File: config.mk
export PLATFORM = sky130hd
export DESIGN_NAME = enc_tx_scheduler
export DESIGN_NICKNAME = d
export VERILOG_FILES = /design/src/rtl/enc_sched_pkg.sv /design/src/rtl/rr_arbiter.sv /design/src/rtl/enc_tx_scheduler.sv
export SDC_FILE = /design/constraint.sdc
export NUM_CORES = 1
export LEC_CHECK = 0
export CORE_MARGIN = 2
export CORE_UTILIZATION = 42
export DETAILED_ROUTE_END_ITERATION = 8
export GPL_TIMING_DRIVEN = 0
export PLACE_DENSITY = 0.89
export REMOVE_ABC_BUFFERS = 1
export SLEW_MARGIN = 10
export SYNTH_ARGS = -nofsm -noshare
export SYNTH_HDL_FRONTEND = slang
export SYNTH_SLANG_ARGS = --single-unit
export TNS_END_PERCENT = 10
File: constraint.sdc
create_clock -name clock -period 1.9 [get_ports clock]
set_input_delay 0.285 -clock clock [delete_from_list [all_inputs] [get_ports clock]]
set_output_delay 0.285 -clock clock [all_outputs]
set_load 0.01 [all_outputs]
File: src/rtl/enc_sched_pkg.sv
// Shared types and defaults for the encoder transmit scheduler.
// Contents: frame-sequencer state enum, state encoding width, and the
// default NUM_REQ / DATA_W / GAP_CYCLES values used by enc_tx_scheduler.
package enc_sched_pkg;

  localparam int unsigned STATE_W        = 2;
  localparam int unsigned NUM_REQ_DEF    = 4;
  localparam int unsigned DATA_W_DEF     = 8;
  localparam int unsigned GAP_CYCLES_DEF = 2;

  typedef enum logic [STATE_W-1:0] {
    IDLE,
    LOAD,
    SHIFT,
    GAP
  } sched_state_e;

endpackage

File: src/rtl/rr_arbiter.sv
// Combinational round-robin arbiter.
// Picks the lowest-index valid requester at or after rrPtr_i (with wrap).
// Ports:
//   reqValid_i  per-requester request vector
//   rrPtr_i     index searched first
//   anyReq_o    at least one request pending
//   winner_o    index of the selected requester (0 when none)
module rr_arbiter
  import enc_sched_pkg::*;
#(
  parameter  int unsigned NUM_REQ = NUM_REQ_DEF,
  localparam int unsigned IDX_W   = $clog2(NUM_REQ)
) (
  input  logic [NUM_REQ-1:0] reqValid_i,
  input  logic [IDX_W-1:0]   rrPtr_i,
  output logic               anyReq_o,
  output logic [IDX_W-1:0]   winner_o
);

  // One spare bit so rrPtr + offset can exceed NUM_REQ-1 before wrapping.
  localparam logic [IDX_W:0] NREQ = (IDX_W+1)'(NUM_REQ);

  logic [IDX_W:0] idx;

  always_comb begin
    anyReq_o = 1'b0;
    winner_o = '0;
    idx      = '0;
    for (int unsigned i = 0; i < NUM_REQ; i++) begin
      idx = {1'b0, rrPtr_i} + (IDX_W+1)'(i);
      if (idx >= NREQ) idx = idx - NREQ;
      if (!anyReq_o && reqValid_i[idx[IDX_W-1:0]]) begin
        anyReq_o = 1'b1;
        winner_o = idx[IDX_W-1:0];
      end
    end
  end

endmodule

File: src/rtl/enc_tx_scheduler.sv
// Round-robin scheduler sharing one parallel-to-serial encoder between
// NUM_REQ byte requesters. Each frame: LOAD (1 clk), SHIFT (DATA_W clks,
// encParallel held), GAP (GAP_CYCLES clks), then re-arbitration.
// Ports:
//   clock        system clock, rising edge
//   reset        synchronous, active-low
//   reqValid     per-requester byte pending, held until acked
//   reqData      requester i byte at [i*DATA_W +: DATA_W]
//   reqAck       one-hot, one-cycle accept pulse
//   encParallel  byte presented to the encoder
//   encLoad      one-cycle encoder capture pulse
//   busy         high in LOAD, SHIFT, GAP
//   grantId      current / last granted requester
//   txCount      16-bit frame counter (only with TX_FRAME_COUNT_EN defined)
module enc_tx_scheduler
  import enc_sched_pkg::*;
#(
  parameter  int unsigned NUM_REQ    = NUM_REQ_DEF,
  parameter  int unsigned DATA_W     = DATA_W_DEF,
  parameter  int unsigned GAP_CYCLES = GAP_CYCLES_DEF,
  localparam int unsigned IDX_W      = $clog2(NUM_REQ)
) (
  input  logic                      clock,
  input  logic                      reset,
  input  logic [NUM_REQ-1:0]        reqValid,
  input  logic [NUM_REQ*DATA_W-1:0] reqData,
  output logic [NUM_REQ-1:0]        reqAck,
  output logic [DATA_W-1:0]         encParallel,
  output logic                      encLoad,
  output logic                      busy,
  output logic [IDX_W-1:0]          grantId
`ifdef TX_FRAME_COUNT_EN
  ,
  output logic [15:0]               txCount
`endif
);

  localparam int unsigned     BIT_W    = (DATA_W > 1) ? $clog2(DATA_W) : 1;
  localparam int unsigned     GAP_W    = (GAP_CYCLES > 1) ? $clog2(GAP_CYCLES) : 1;
  localparam logic [IDX_W-1:0] LAST_IDX = IDX_W'(NUM_REQ - 1);

  sched_state_e        state_q, state_d;
  logic [IDX_W-1:0]    rrPtr_q, rrPtr_d;
  logic [BIT_W-1:0]    bitCnt_q, bitCnt_d;
  logic [GAP_W-1:0]    gapCnt_q, gapCnt_d;
  logic [DATA_W-1:0]   encParallel_q, encParallel_d;
  logic                encLoad_q, encLoad_d;
  logic [NUM_REQ-1:0]  reqAck_q, reqAck_d;
  logic [IDX_W-1:0]    grantId_q, grantId_d;

  logic                anyReq;
  logic [IDX_W-1:0]    winner;
  logic                arb;
  logic [DATA_W-1:0]   reqByte [NUM_REQ];

  for (genvar g = 0; g < NUM_REQ; g++) begin : g_unpack
    assign reqByte[g] = reqData[g*DATA_W +: DATA_W];
  end

  rr_arbiter #(
    .NUM_REQ (NUM_REQ)
  ) u_arb (
    .reqValid_i (reqValid),
    .rrPtr_i    (rrPtr_q),
    .anyReq_o   (anyReq),
    .winner_o   (winner)
  );

  always_comb begin
    state_d       = state_q;
    rrPtr_d       = rrPtr_q;
    bitCnt_d      = bitCnt_q;
    gapCnt_d      = gapCnt_q;
    encParallel_d = encParallel_q;
    encLoad_d     = 1'b0;
    reqAck_d      = '0;
    grantId_d     = grantId_q;
    arb           = 1'b0;

    unique case (state_q)
      IDLE:  arb = 1'b1;
      LOAD: begin
        state_d  = SHIFT;
        bitCnt_d = BIT_W'(DATA_W - 1);
      end
      SHIFT: begin
        if (bitCnt_q == '0) begin
          if (GAP_CYCLES != 0) begin
            state_d  = GAP;
            gapCnt_d = GAP_W'(GAP_CYCLES - 1);
          end else begin
            arb = 1'b1;
          end
        end else begin
          bitCnt_d = bitCnt_q - 1'b1;
        end
      end
      GAP: begin
        if (gapCnt_q == '0) arb = 1'b1;
        else                gapCnt_d = gapCnt_q - 1'b1;
      end
      default: state_d = IDLE;
    endcase

    // LOAD-state outputs are registered on the edge entering LOAD, so they
    // are visible for exactly the one LOAD cycle.
    if (arb) begin
      if (anyReq) begin
        state_d       = LOAD;
        encParallel_d = reqByte[winner];
        encLoad_d     = 1'b1;
        reqAck_d      = NUM_REQ'(1) << winner;
        grantId_d     = winner;
        rrPtr_d       = (winner == LAST_IDX) ? '0 : winner + 1'b1;
      end else begin
        state_d = IDLE;
      end
    end
  end

  always_ff @(posedge clock) begin
    if (!reset) begin
      state_q       <= IDLE;
      rrPtr_q       <= '0;
      bitCnt_q      <= '0;
      gapCnt_q      <= '0;
      encParallel_q <= '0;
      encLoad_q     <= 1'b0;
      reqAck_q      <= '0;
      grantId_q     <= '0;
    end else begin
      state_q       <= state_d;
      rrPtr_q       <= rrPtr_d;
      bitCnt_q      <= bitCnt_d;
      gapCnt_q      <= gapCnt_d;
      encParallel_q <= encParallel_d;
      encLoad_q     <= encLoad_d;
      reqAck_q      <= reqAck_d;
      grantId_q     <= grantId_d;
    end
  end

  assign encParallel = encParallel_q;
  assign encLoad     = encLoad_q;
  assign reqAck      = reqAck_q;
  assign grantId     = grantId_q;
  assign busy        = (state_q != IDLE);

`ifdef TX_FRAME_COUNT_EN
  logic [15:0] txCount_q;

  always_ff @(posedge clock) begin
    if (!reset)         txCount_q <= '0;
    else if (encLoad_q) txCount_q <= txCount_q + 16'd1;
  end

  assign txCount = txCount_q;
`endif

endmodule

==> results.ini <==
[run_status]
status = finished clean

[sta]
hold_viol = 0
drv_slew = 0
worstMarginPinSlew_ps = 506.1
final.min_clock_period_ps = 1827
slew_headroom_pct = 66.19
setup_viol = 0
rsz0062_at_grt = yes
clock_skew_ps = 12.08
finalSetupTns_ps = 0
finalCritPeriodShare_pct = 96.17
fmax_mhz = 547.2

[clocking]
hold_buffers = 0
cts_made_buffers = 3
htreeDepth = 1
cts.sink_count = 23
clk_pin_slew_worst_paths_ps = 140
clockRootBuffer = clkbuf_4
cts_buffer_depth = 2
cts_tree = yes
insertion_delay_ps = 320

[finish]
antenna_cells = 0
multi_input_area_um2 = 794.5
nFillCells = 238
seq_area_um2 = 462.9
layout.nets = 239
drive_gt1_share_pct = 15.46
syn_to_final_growth_pct = 49.51

[global_routing]
gr-usage-all-layers_pct = 19.60
first_global_vias = 1278
grt_overflow_total = 0
grt_pass1_wl_um = 5237
antenna_found_initial = 0
grt_max_degree = 14

[yosys]
synthTopCellsByArea = dfxtp_1, mux2i_1, ha_1
syn_area_um2 = 1284
synth_ff_type = dfxtp_1
synthCells = 136
ys_seq_area_share_pct = 35.87
synth_commonest_cells = dfxtp_1, nand2_1, mux2i_1, inv_1, nor2_1
synth-edff-count = 0
yosysTopAreaCellShare_pct = 35.87
yosysTopAreaCell = dfxtp_1
yosysMostFrequentCell = dfxtp_1
async_reset_ff_share_pct = 0
ys_ff_latch = 23
synth.distinct_cells = 43
synth_area_per_cell_um2 = 9.439
yosysWarningCount = 0

[min_path]
hold_path.class = reg -> reg
worstHoldPathCells = 2
min_to = grantId[0]$_SDFFE_PN0P_
worstHoldStart = grantId[0]$_SDFFE_PN0P_

[floorplan]
die-area_um2 = 3515
dieWidth_um = 59.29
initial_utilization_pct = 43.11
ios = 54
row_count = 20
die_h_um = 59.29
core-area_um2 = 2978

[critical_path]
crit_arrival_ps = 2060
cp-start-kind = flip-flop
required_ps = 2140
reg2reg_from = state_q[1]$_SDFFE_PN0P_
worstPathMaxFanout = 7
cp-end-kind = flip-flop
rrSetupSlack_ps = 70
r2r_end = encParallel[3]$_SDFFE_PN0P_
criticalPathCategory = reg -> reg
r2r_cells = 7

[detailed_routing]
drt_first_pass_iters = 4
drc_errors = 0
via_count = 1257
drt_wl_total_um = 3224
routed_via_density = 5.537
dr.first_iter.drc_count = 37
routedWlPerCell_um = 14.20
ant_nets = 0

[power_and_ir_drop]
power_mw = 2.593
p_leak_nw = 0.7597
power_density_nw_per_um2 = 1351
peakVddDrop_mv = 0.6654

[placed_design]
dp_hpwl_um = 2474
io_buffers = 53
gp_congestion = 0.7725

[flow_run]
drv_cap = 0

-- flip-flops by register name (all words and copies together), names as in the netlist --
register / flops
bitCnt_q: 3
encLoad: 1
encParallel: 8
gapCnt_q: 1
grantId: 2
reqAck: 4
rrPtr_q: 2
state_q: 2
-- cells by family after synthesis --
group | share of synthesized area (%)
buffers and inverters | 4.191
and+or+nand+nor | 23.98
muxes | 7.798
AOI/OAI and AO/OA | 21.64
xor gates and xnor gates | 0.6824
adders and majority gates | 5.848
DFF | 35.87
-- cell type report --
type / instances / share of cell area, %
Timing Repair Buffer: 57 / 29.34
Tap cell: 33 / 2.151
Multi-Input combinational cell: 102 / 41.40
Clock buffer: 3 / 1.173
Inverter: 8 / 1.565
Sequential cell: 23 / 24.12
Clock inverter: 1 / 0.2608
-- cell usage in the layout (no fill, tap or decap), types with 3 or more instances in the layout --
master / synthesis / final
dfxtp_1: 23 / 21
o211ai_1: 6 / 6
o21bai_1: 5 / 5
clkdlybuf4s50_1: 0 / 52
o2111ai_1: 6 / 6
nor2_1: 8 / 8
inv_1: 8 / 7
mux2i_1: 10 / 10
nand2_1: 18 / 18
nor2b_1: 5 / 5
ha_1: 6 / 6
clkbuf_4: 0 / 3
buf_4: 1 / 4
-- critical path, stage by stage (launching register included) --
cell	delay [ps]
dfxtp_2	380
inv_1	70
ha_1	270
a21o_1	220
nor3b_4	270
buf_4	190
nand2_2	110
o211ai_1	220
-- repair_timing --
item | CTS | global route
resized for setup | 1 | 7
cloned | 0 | 0
setup buffers | 2 | 2
setup endpoints to repair | 15 | 13
pin swaps | 1 | 2
-- metal layers --
layer	GRT usage, %	wire, um
met4	6.169	23
met5	0	0
met3	3.493	168
met1	21.53	1323
met2	37.36	1708
-- power breakdown --
| group | switching (mW) | internal [mW] | leakage (nW) | total [mW] |
|---|---|---|---|---|
| logic | 0.754 | 0.768 | 0.552 | 1.52 |
| registers | 0.141 | 0.695 | 0.190 | 0.836 |
| clock network | 0.156 | 0.0787 | 0.0177 | 0.234 |
| total | 1.05 | 1.54 | 0.760 | 2.59 |
-- worst max-delay path by stage --
stage          slack [ps]                          end  cells after the start               startpoint
2_1_floorplan          30  encParallel[0]$_SDFFE_PN0P_                      6  state_q[0]$_SDFFE_PN0P_
3_3_place_gp         -420  encParallel[7]$_SDFFE_PN0P_                      5              reqValid[1]
3_5_place_dp         -420  encParallel[0]$_SDFFE_PN0P_                      5              reqValid[3]
4_1_cts                10  encParallel[6]$_SDFFE_PN0P_                      5              reqValid[1]
5_1_grt                 3  encParallel[7]$_SDFFE_PN0P_                      7  state_q[0]$_SDFFE_PN0P_
6_report               70  encParallel[3]$_SDFFE_PN0P_                      7  state_q[1]$_SDFFE_PN0P_
-- through the flow --
stage	hold WS, ps	setup slack, ps	std cells	utilization [%]	instance area, um^2
2_1_floorplan	406.7	33.29	133	-	1260
3_3_place_gp	436.6	-419.8	219	61.51	1832
3_5_place_dp	457.4	-423.0	219	61.51	1832
4_1_cts	479.2	11.02	225	63.15	1881
5_1_grt	500.5	3.226	227	64.45	1919
6_report	469.0	72.68	227	64.45	1919
No activity file was read; power rests on OpenSTA's default activity.
